## src/rtl/uart_pkg.sv

```systemverilog
// Shared UART definitions: byte width and the TX feeder state encoding.
// Kept separate so the RX side can reuse the same types.
package uart_pkg;

  localparam int BYTE_W = 8;

  typedef enum logic [1:0] {
    IDLE,
    REQ,
    WAIT_BUSY,
    WAIT_READY
  } feed_state_t;

endpackage

```

## src/rtl/sync_fifo.sv

```systemverilog
// Circular FIFO with registered full/empty/count; head is read combinationally.
// Push is accepted on a full FIFO only if a pop occurs on the same edge; otherwise it is dropped and overflow sticks.
module sync_fifo #(
  parameter int WIDTH      = 8,
  parameter int DEPTH_LOG2 = 4
) (
  input  logic                  clk,
  input  logic                  rst,
  input  logic                  push,
  input  logic [WIDTH-1:0]      push_data,
  input  logic                  pop,
  output logic [WIDTH-1:0]      head,
  output logic                  full,
  output logic                  empty,
  output logic [DEPTH_LOG2:0]   count,
  output logic                  overflow
);

  localparam int DEPTH = 1 << DEPTH_LOG2;
  localparam logic [DEPTH_LOG2:0] COUNT_FULL = (DEPTH_LOG2+1)'(DEPTH);

  logic [WIDTH-1:0]      mem [DEPTH];
  logic [DEPTH_LOG2-1:0] wr_ptr;
  logic [DEPTH_LOG2-1:0] rd_ptr;
  logic                  do_push;
  logic                  do_pop;
  logic [DEPTH_LOG2:0]   count_nxt;

  assign do_pop  = pop && !empty;
  assign do_push = push && (!full || do_pop);
  assign head    = mem[rd_ptr];

  always_comb begin
    count_nxt = count;
    if (do_push && !do_pop) begin
      count_nxt = count + 1'b1;
    end else if (!do_push && do_pop) begin
      count_nxt = count - 1'b1;
    end
  end

  always_ff @(posedge clk) begin
    if (rst) begin
      wr_ptr   <= '0;
      rd_ptr   <= '0;
      count    <= '0;
      full     <= 1'b0;
      empty    <= 1'b1;
      overflow <= 1'b0;
    end else begin
      if (do_push) wr_ptr <= wr_ptr + 1'b1;
      if (do_pop)  rd_ptr <= rd_ptr + 1'b1;
      count <= count_nxt;
      full  <= (count_nxt == COUNT_FULL);
      empty <= (count_nxt == '0);
      if (push && !do_push) overflow <= 1'b1;
    end
  end

  // Storage is not reset; empty guards every read that matters.
  always_ff @(posedge clk) begin
    if (do_push) mem[wr_ptr] <= push_data;
  end

endmodule

```

## src/rtl/uart_tx_queue.sv

```systemverilog
// Byte queue feeding the UART transmitter via start_n/data/ready handshake; request issued one edge after non-empty && ready.
// Writer is never stalled: writes to a full queue are dropped and flagged; the feeder waits on uart_ready indefinitely.
module uart_tx_queue
  import uart_pkg::*;
#(
  parameter int DEPTH_LOG2       = 4,
  parameter int START_PULSE_CLKS = 4
) (
  input  logic                clk,
  input  logic                rst,
  input  logic                wr_en,
  input  logic [BYTE_W-1:0]   wr_data,
  output logic                full,
  output logic                empty,
  output logic [DEPTH_LOG2:0] count,
  output logic                overflow,
  input  logic                uart_ready,
  output logic                uart_start_n,
  output logic [BYTE_W-1:0]   uart_data
);

  localparam int CNT_W = (START_PULSE_CLKS > 2) ? $clog2(START_PULSE_CLKS) : 1;
  localparam logic [CNT_W-1:0] PULSE_LAST = CNT_W'(START_PULSE_CLKS - 1);

  feed_state_t       state;
  logic [CNT_W-1:0]  pulse_cnt;
  logic [BYTE_W-1:0] head;
  logic              pop;

  // The transmitter dropping ready marks the moment it has latched the byte.
  assign pop = (state == WAIT_BUSY) && !uart_ready;

  sync_fifo #(
    .WIDTH      (BYTE_W),
    .DEPTH_LOG2 (DEPTH_LOG2)
  ) u_fifo (
    .clk       (clk),
    .rst       (rst),
    .push      (wr_en),
    .push_data (wr_data),
    .pop       (pop),
    .head      (head),
    .full      (full),
    .empty     (empty),
    .count     (count),
    .overflow  (overflow)
  );

  always_ff @(posedge clk) begin
    if (rst) begin
      state        <= IDLE;
      pulse_cnt    <= '0;
      uart_start_n <= 1'b1;
      uart_data    <= '0;
    end else begin
      case (state)
        IDLE: begin
          uart_start_n <= 1'b1;
          if (!empty && uart_ready) begin
            uart_data    <= head;
            uart_start_n <= 1'b0;
            pulse_cnt    <= PULSE_LAST;
            state        <= REQ;
          end
        end
        REQ: begin
          if (pulse_cnt == '0) begin
            uart_start_n <= 1'b1;
            state        <= WAIT_BUSY;
          end else begin
            pulse_cnt <= pulse_cnt - 1'b1;
          end
        end
        WAIT_BUSY: begin
          if (!uart_ready) state <= WAIT_READY;
        end
        WAIT_READY: begin
          if (uart_ready) state <= IDLE;
        end
        default: begin
          state        <= IDLE;
          uart_start_n <= 1'b1;
        end
      endcase
    end
  end

endmodule

```

## config.mk

```make
export PLATFORM = sky130hd
export DESIGN_NAME = uart_tx_queue
export DESIGN_NICKNAME = d
export VERILOG_FILES = /design/src/rtl/uart_pkg.sv /design/src/rtl/sync_fifo.sv /design/src/rtl/uart_tx_queue.sv
export SDC_FILE = /design/constraint.sdc
export NUM_CORES = 1
export LEC_CHECK = 0
export ABC_AREA = 0
export CORE_AREA = 5 5 115 117
export CTS_CLUSTER_SIZE = 20
export DETAILED_ROUTE_END_ITERATION = 8
export DIE_AREA = 0 0 120 122
export GPL_ROUTABILITY_DRIVEN = 0
export PLACE_DENSITY = 0.74
export SKIP_LAST_GASP = 1
export SLEW_MARGIN = 20
export SYNTH_ARGS = -nofsm -noshare
export SYNTH_HDL_FRONTEND = slang
export SYNTH_SLANG_ARGS = --single-unit
```

## constraint.sdc

```tcl
create_clock -name clk -period 2.5 [get_ports clk]
set_input_delay 0.5 -clock clk [delete_from_list [all_inputs] [get_ports clk]]
set_output_delay 0.5 -clock clk [all_outputs]
set_load 0.01 [all_outputs]
```

==> results_dict.tcl <==
set metrics [dict create \
    outcome "finished clean" \
    crit_path_start_kind "flop" \
    synth_edf_count 128 \
    slew_headroom_pct 54.8 \
    ys_seq_area_share_pct 70.2 \
    syn_area_per_cell_um2 16.6 \
    required_ns 2.62 \
    grt_pass1_wl_um 19600 \
    clkTransAtPathRegs_ns 0.06 \
    final_max_slew_viol_count 0 \
    worst-path-max-fanout 8 \
    core_mm2 0.0123 \
    syn_area_mm2 0.00630 \
    synth_fp_nets 405 \
    grt_max_degree 36 \
    combPwrFrac_pct 9.5 \
    cts_resized 0 \
    maxCapViolCount 0 \
    first_global_vias 3481 \
    fmax_mhz 435 \
    cp_data_arrival_time_ns 2.42 \
    met1_length_um 5530 \
    place_inst 567 \
    period_minus_slack_ns 2.30 \
    drt_iter0_drc 279 \
    tightest_slew_ns 0.677 \
    yosysWarnings 0 \
    finalNonFillerCells 599 \
    synthFlopType "edfxtp_1" \
    antenna_cells 0 \
    critPathKind "flop to flop" \
    hp-class "flop to flop" \
    ctsLongestPathBuffers 2 \
    clock_skew_ns 0.00999 \
    clkPwrFrac_pct 42.3 \
    final_cell_mix "edfxtp_1, nor2_1, mux4_2, clkdlybuf4s50_1, dfxtp_1" \
    die_h_um 122 \
    routed_wl_um 12500 \
    vias 3469 \
    htreeDepth 4 \
    tns_ns 0 \
    p_leak_uw 0.00251 \
    seqPwrFrac_pct 48.2 \
    dp_hpwl_um 7930 \
    synthCells 380 \
    cts_tree "done" \
    hold_viol_final 0 \
    power_density_mw_per_mm2 816 \
    drive_gt1_share_pct 21.4 \
    viasPerCell 5.79 \
    gr-usage-all-layers_pct 18.4 \
    gr-total-overflow 0 \
    wl_met3_um 674 \
    nNetsFinal 461 \
    start_util_pct 51.4 \
    synth_cell_type_count 44 \
    intPower_uw 4780 \
    antenna_found_initial 0 \
    die-width_um 120 \
    seq_area_mm2 0.00443 \
    wl_per_cell_um 20.9 \
    p_sw_uw 1360 \
    numCtsBuffers 17 \
    fillers 889 \
    clock_latency_ns 0.42 \
    clockRootBuffer "clkbuf_16" \
    synth_seq_cells 157 \
    rsz0062_at_grt "false" \
    first_pass_iters 5 \
    peakVddDrop_mv 0.612 \
    p_sw_share_pct 22.2 \
    drtAntennaViolNets 0 \
    drc 0 \
    multi_input_area_mm2 0.00177 \
    finalCritPeriodShare_pct 91.9 \
    layout_commonest_cell "edfxtp_1" \
    portBuffers 28 \
    post-cts-setup-buffers 0 \
    synthArstFlopShare_pct 0 \
    dr_wl_met2_um 6150 \
    areaGrowthSynthToFinish_pct 19.6 \
    highest_layer "met4" \
    ios 29 \
    die-area_mm2 0.0146 \
    cts_hold_buffers 0 \
    setup_viol 0 \
    worstSetupEndpointType "flop" \
    cts_sinks 157 \
    num_rows 41 \
]
==> layer usage <==
| metal | GRT usage [%] | vias up |
|---|---|---|
| met5 | 0 | - |
| met4 | 6.73 | 0 |
| met3 | 4.74 | 11 |
| met2 | 28.9 | 116 |
| met1 | 25.2 | 1752 |
| li1 | - | 1590 |
==> worst paths after layout <==
path	end	cells past startpoint	slack (ns)	start
worst max-delay path	u_fifo.mem[1][0]$_DFFE_PP_	7	0.20	state[0]$_SDFFE_PP0P_
worst max register to register	u_fifo.mem[1][0]$_DFFE_PP_	7	0.20	state[0]$_SDFFE_PP0P_
worst min-delay path	pulse_cnt[0]$_SDFFE_PP0P_	1	0.47	pulse_cnt[0]$_SDFFE_PP0P_
worst min register to register	pulse_cnt[0]$_SDFFE_PP0P_	1	0.47	pulse_cnt[0]$_SDFFE_PP0P_
==> flip-flops by register name, summed over array words and instances (netlist names) <==
register and flops:
u_fifo.full 1, pulse_cnt 2, u_fifo.overflow 1, uart_start_n 1, u_fifo.count 5, u_fifo.rd_ptr 4, uart_data 8, u_fifo.empty 1
u_fifo.wr_ptr 4, u_fifo.mem 128, state 2
==> power groups by stage <==
stage               Combinational (uW)  Clock, uW  Sequential [uW]
floorplan                          366          0             3010
global placement                   564          0             3010
detailed placement                 587          0             3020
CTS                                595       2650             2960
global route                       652       2770             2970
finish                             586       2600             2960
==> critical path, stage by stage, from the launching register on <==
cell and delay (ns):
dfxtp_1 0.33, inv_1 0.12, ha_1 0.26, or3b_1 0.43
a21boi_4 0.28, nand2_1 0.15, nor3_1 0.20, buf_4 0.22
==> final cells by class <==
class                           instances  area share, %
Multi-Input combinational cell        196           23.5
Clock buffer                           20           5.93
Inverter                                8          0.399
Sequential cell                       157           58.7
Timing Repair Buffer                   56           6.84
Tap cell                              150           2.49
Clock inverter                         12           2.11
==> cell usage after synthesis (2+ instances only) <==
| library cell | instances | area [um^2] |
|---|---|---|
| ha_1 | 13 | 163 |
| o22ai_1 | 2 | 12.5 |
| a21o_1 | 2 | 15.0 |
| dfxtp_1 | 29 | 581 |
| o21ai_0 | 2 | 10.0 |
| a22oi_1 | 16 | 120 |
| inv_1 | 8 | 30.0 |
| xor2_1 | 6 | 52.6 |
| nor3_1 | 10 | 50.1 |
| buf_1 | 4 | 15.0 |
| a211oi_1 | 3 | 22.5 |
| nand2b_1 | 5 | 31.3 |
| xnor2_1 | 6 | 52.6 |
| clkbuf_1 | 9 | 33.8 |
| nand4_1 | 2 | 12.5 |
| nor2_1 | 39 | 146 |
| nand2_1 | 14 | 52.6 |
| a31oi_1 | 2 | 12.5 |
| buf_2 | 4 | 20.0 |
| edfxtp_1 | 128 | 3840 |
| a21oi_1 | 20 | 100 |
| nor2b_1 | 3 | 18.8 |
| mux4_2 | 32 | 721 |
==> stage by stage <==
| step | setup WS (ns) | hold WS (ns) | power (uW) | area [um^2] | utilization [%] |
|---|---|---|---|---|---|
| floorplan | 0.0245 | 0.437 | 3380 | 6310 | - |
| global placement | 0.0332 | 0.450 | 3580 | 6930 | 56.5 |
| detailed placement | -0.00742 | 0.460 | 3600 | 6930 | 56.5 |
| CTS | 0.224 | 0.470 | 6210 | 7530 | 61.5 |
| global route | 0.0467 | 0.487 | 6390 | 7530 | 61.5 |
| finish | 0.204 | 0.471 | 6150 | 7530 | 61.5 |
==> cell families after synthesis <==
kind of cell	Yosys count	share of synthesized area (%)
AO/OA/AOI/OAI	55	5.86
XOR/XNOR	12	1.67
adder cells (fa/ha/maj)	13	2.58
buffers and inverters	27	1.77
flip-flops	157	70.2
multiplexers	33	11.6
AND/OR/NAND/NOR	83	6.31
(Power assumes the default switching activity.)
